[config.mk]
export PLATFORM = sky130hd
export DESIGN_NAME = subword_mem_access
export DESIGN_NICKNAME = d
export VERILOG_FILES = /design/src/rtl/subword_mem_access.sv
export SDC_FILE = /design/constraint.sdc
export NUM_CORES = 1
export LEC_CHECK = 0
export CORE_MARGIN = 2
export CORE_UTILIZATION = 45
export CTS_CLUSTER_SIZE = 24
export DETAILED_ROUTE_END_ITERATION = 10
export PLACE_DENSITY = 0.81
export SYNTH_ARGS = -nofsm -noshare
export SYNTH_HDL_FRONTEND = slang
export SYNTH_SLANG_ARGS = --single-unit
[constraint.sdc]
create_clock -name clk -period 5.05 [get_ports clk]
set_clock_uncertainty 0.15 [all_clocks]
set_input_delay 0.505 -clock clk [delete_from_list [all_inputs] [get_ports clk]]
set_output_delay 0.505 -clock clk [all_outputs]
set_load 0.01 [all_outputs]
[src/rtl/subword_mem_access.sv]
// subword_mem_access: MEM-stage data access with read-modify-write sub-word stores over a byte-enable-less RAM.
// Optional misalignment check enabled by defining SUBWORD_ALIGN_CHECK_EN.
module subword_mem_access #(
  parameter int ADDR_W = 10
) (
  input  logic              clk,
  input  logic              rst_n,
  input  logic              req_valid,
  output logic              req_ready,
  input  logic              req_write,
  input  logic [1:0]        req_size,
  input  logic [31:0]       req_addr,
  input  logic [31:0]       req_wdata,
  output logic              resp_valid,
  output logic [31:0]       resp_rdata,
  output logic              resp_err,
  output logic [ADDR_W-1:0] mem_addr,
  output logic              mem_we,
  output logic [31:0]       mem_wdata,
  input  logic [31:0]       mem_rdata
);
  typedef enum logic [2:0] {IDLE, WRITE, READ, MERGE, RESP} state_t;
  state_t state, nextState;
  logic capWrite, capErr, misAlign, isWord, accept, unusedAddr;
  logic [1:0] capSize, capOff;
  logic [ADDR_W-1:0] capWord;
  logic [31:0] capWdata, rdataReg, loadData, laneMask, mergeData;
  logic [4:0] laneShift;
  assign unusedAddr = ^req_addr[31:ADDR_W+2];
  assign req_ready = state == IDLE;
  assign accept = req_valid && req_ready;
  assign isWord = req_size == 2'd0 || req_size == 2'd3;
`ifdef SUBWORD_ALIGN_CHECK_EN
  assign misAlign = (req_size == 2'd1 && req_addr[0]) || (isWord && req_addr[1:0] != 2'd0);
`else
  assign misAlign = 1'b0;
`endif
  always_ff @(posedge clk or negedge rst_n) begin
    if (!rst_n) begin
      state <= IDLE;
      capWrite <= 1'b0;
      capErr <= 1'b0;
      capSize <= 2'd0;
      capOff <= 2'd0;
      capWord <= '0;
      capWdata <= '0;
      rdataReg <= '0;
    end else begin
      state <= nextState;
      if (accept) begin
        capWrite <= req_write;
        capErr <= misAlign;
        capSize <= req_size;
        capOff <= req_addr[1:0];
        capWord <= req_addr[ADDR_W+1:2];
        capWdata <= req_wdata;
      end
      if (state == RESP && !capErr) rdataReg <= loadData;
    end
  end
  always_comb begin
    nextState = IDLE;
    if (state == IDLE)
      nextState = !req_valid ? IDLE : misAlign ? RESP : (req_write && isWord) ? WRITE : READ;
    else if (state == READ)
      nextState = capWrite ? MERGE : RESP;
  end
  // One shift amount serves both the load extraction and the store lane insertion.
  assign laneShift = capSize == 2'd2 ? {capOff, 3'b000} : capSize == 2'd1 ? {capOff[1], 4'b0000} : 5'd0;
  assign loadData = mem_rdata >> laneShift;
  assign laneMask = (capSize == 2'd2 ? 32'h0000_00ff : 32'h0000_ffff) << laneShift;
  assign mergeData = (mem_rdata & ~laneMask) | ((capWdata << laneShift) & laneMask);
  assign mem_addr = capWord;
  assign mem_we = state == WRITE || state == MERGE;
  assign mem_wdata = state == MERGE ? mergeData : capWdata;
  assign resp_valid = state == WRITE || state == MERGE || state == RESP;
  assign resp_rdata = (state == RESP && !capErr) ? loadData : rdataReg;
  assign resp_err = state == RESP && capErr;
endmodule

==> out/results.txt <==
PortBufs: 158
Routed Antenna Nets: 0
Synth Instances: 436
CTS root buf: clkbuf_8
Sequential area share after synthesis: 44.47%
Max-slew violations: 0
Leakage power: 0.002632 uW
Layout cells sized above 1: 14.26%
Max Root-Sink Buffers: 2
Synthesized Nets: 538
Nets: 675
P&R area growth vs syn: 38.39%
Highest clock rate: 236.6 MHz
Post-CTS setup buffer count: 0
Slowest CP cell: nor2b_1
Final setup TNS: 0 ps
GRT Total Usage: 25.35%
Maximum vdd drop: 453.7 uV
Final WL: 14100 um
Largest net degree at the start of global routing: 83
Initial Util: 46.78%
CTS tree: built
Outcome: finished clean
Synthesis Warnings: 0
Vias in the first global route: 3936
CTS Buf Count: 9
Mapped cell area: 4614 um2
Logic pwr share: 58.5%
Clock-pin slew on the worst setup and hold paths: 80 ps
Fin crit period: 4226 ps
Synth top area cells: dfrtp_1 44%, mux2_2 13%, mux2i_1 6.9%, o21ai_0 3.9%, nand2_1 3.3%
Synth unique cells: 42
Site row count: 36
Crit-path leading delay family: simple AND/OR/NAND/NOR gates
Post-route DRC: 0
Worst setup margin: 823.7 ps
Num ports: 180
Final Setup Violations: 0
Max stage delay on crit path: 990 ps
Pwr Total: 4223 uW
Crit path capture type: output port
Ys flop type: dfrtp_1
H-tree Lvls: 3
Period Utilization, post-route: 83.69%
Core box area: 9864 um2
Slew margin rel.: 25.86%
Number of max-cap violations: 0
Cell taking the most area after synthesis: dfrtp_1
Critical Path RT: 4390 ps
Setup WS pre-CTS: 1339 ps
Die Y: 105.3 um
Final HPWL DP: 10080 um
P_sw: 1661 uW
First-pass DRT Iterations: 5
Sequential power share: 30.6%
Synth top area share: 44.47%
Crit path DAT: 3570 ps
Starting DRT DRC Count: 345
RSZ-0062 raised after global routing: no
Clk pwr share: 11.0%
Pint: 2562 uW
Worst setup SP type: register
Routability cong.: 0.8587
Vias: 4163
Worst-margin pin slew: 1112 ps
Syn_area_per_cell: 10.58 um2
Clock Sink Count: 82
Die area: 11080 um2
First-pass GRT wire length: 21860 um
Kind of critical path: register to output port
Critical path cell sequence: nor2b_1 > nand2_1 > o21a_1 > a22o_1 > clkdlybuf4s50_1
Switching share of power: 39.33%
Synth async-reset ratio: 100.0%
Worst Path Max Fanout: 32
DR vias/cell: 5.880
Final Hold Fails: 0
Die X: 105.3 um
Worst hold path type: primary input to async pin
Power per standard cell area: 661.2 nW/um2
# resized after CTS: 0
Yosys reg bits: 82
Hold slack: 167.7 ps
CP bufs+invs: 1
Cts hold-fix bufs: 0
Worst-skew pair later-pin latency: 360 ps
Total global routing overflow: 0
Post-route insts no fill: 708
Avg WL per Cell: 19.91 um
Placed Cells incl. Taps: 695
Initial antenna violation count: 0
Post-synth EDFFs: 0
Antenna diodes: 0
worst paths after layout:
path | endpoint | slack, ps | depth (start not counted) | startpoint
max | mem_wdata[13] | 820 | 5 | capOff[1]
min | mem_addr[2] | 170 | 1 | rst_n
max reg2reg | rdataReg[11] | 2640 | 5 | capSize[1]
min reg2reg | state[2] | 310 | 1 | capWrite
max in group asynchronous | capWdata[15] | 3900 | 1 | rst_n
min in group clk | state[2] | 310 | 1 | capWrite
placed cells by master (no fill, tap or decap), types with 2 or more instances in the layout:
cell type / instances
nor3b_1: 9
o311ai_0: 8
mux2_2: 54
o21ai_1: 8
a21oi_1: 8
inv_1: 2
clkbuf_8: 10
o221ai_1: 15
a31oi_1: 8
or3b_1: 2
nor2_1: 9
mux2i_1: 32
a22o_1: 15
o21a_1: 8
buf_4: 6
nor4bb_1: 8
dfrtp_1: 82
nor2b_1: 11
o21ai_0: 36
nand3_1: 9
clkdlybuf4s50_1: 157
o211ai_1: 8
nand2_1: 41
nor3_1: 8
nand3b_1: 2
stage by stage:
| stage | utilization (%) | instance area (um2) |
|---|---|---|
| 2_1_floorplan | - | 4614 |
| 3_3_place_gp | 62.91 | 6206 |
| 3_5_place_dp | 62.91 | 6206 |
| 4_1_cts | 64.74 | 6386 |
| 5_1_grt | 64.74 | 6386 |
| 6_report | 64.74 | 6386 |
routing by layer:
metal / share of wire (%) / up-vias / global-route usage, %
met5: 0 / - / 0
met4: 1.9 / 0 / 7.619
met3: 8.9 / 21 / 6.803
met2: 47 / 229 / 38.11
met1: 42 / 2015 / 35.79
li1: - / 1898 / -
synthesized netlist by cell type (9+ instances only):
library cell  count
nand3_1           9
a22o_1           15
mux2i_1          32
nor2b_1          11
clkbuf_1         18
dfrtp_1          82
o21ai_0          36
mux2_2           54
o221ai_1         15
nand2_1          41
nor2_1            9
nor3b_1           9
buf_2            10
power by group through the flow:
stage | Clock, uW | Combinational [uW] | Sequential (uW)
detailed placement | 0 | 2450 | 1300
floorplan | 0 | 1480 | 1160
CTS | 475 | 2470 | 1290
global route | 501 | 2640 | 1340
global placement | 0 | 2400 | 1280
finish | 463 | 2470 | 1290
state kept, by name, indices dropped and copies added (netlist names):
signal,count
capOff,2
capWdata,32
capSize,2
rdataReg,32
mem_addr,10
state,3
capWrite,1
worst reg2reg max path, cell delays in order, from the launching register on:
cell and delay, ps:
dfrtp_1 1040, or3b_1 420, a21boi_1 140, buf_4 270
nand3_1 110, o211ai_1 170
cell families after synthesis:
group	count (synthesis)	share of synthesized area (%)
AOI/OAI and AO/OA	120	18.06
and+or+nand+nor	106	12.55
muxes	86	20.12
DFF	82	44.47
buffers and inverters	39	4.338
xor gates and xnor gates	2	0.3797
other	1	0.08127
final cells by class:
cell class / count / area (um2)
Clock inverter: 3 / 42.54
Fill cell: 805 / 3478
Tap cell: 133 / 166.4
Inverter: 2 / 7.507
Timing Repair Buffer: 163 / 1617
Multi-Input combinational cell: 315 / 2364
Clock buffer: 10 / 137.6
Sequential cell: 82 / 2052
Note: power is estimated with default switching activity, not from simulation.
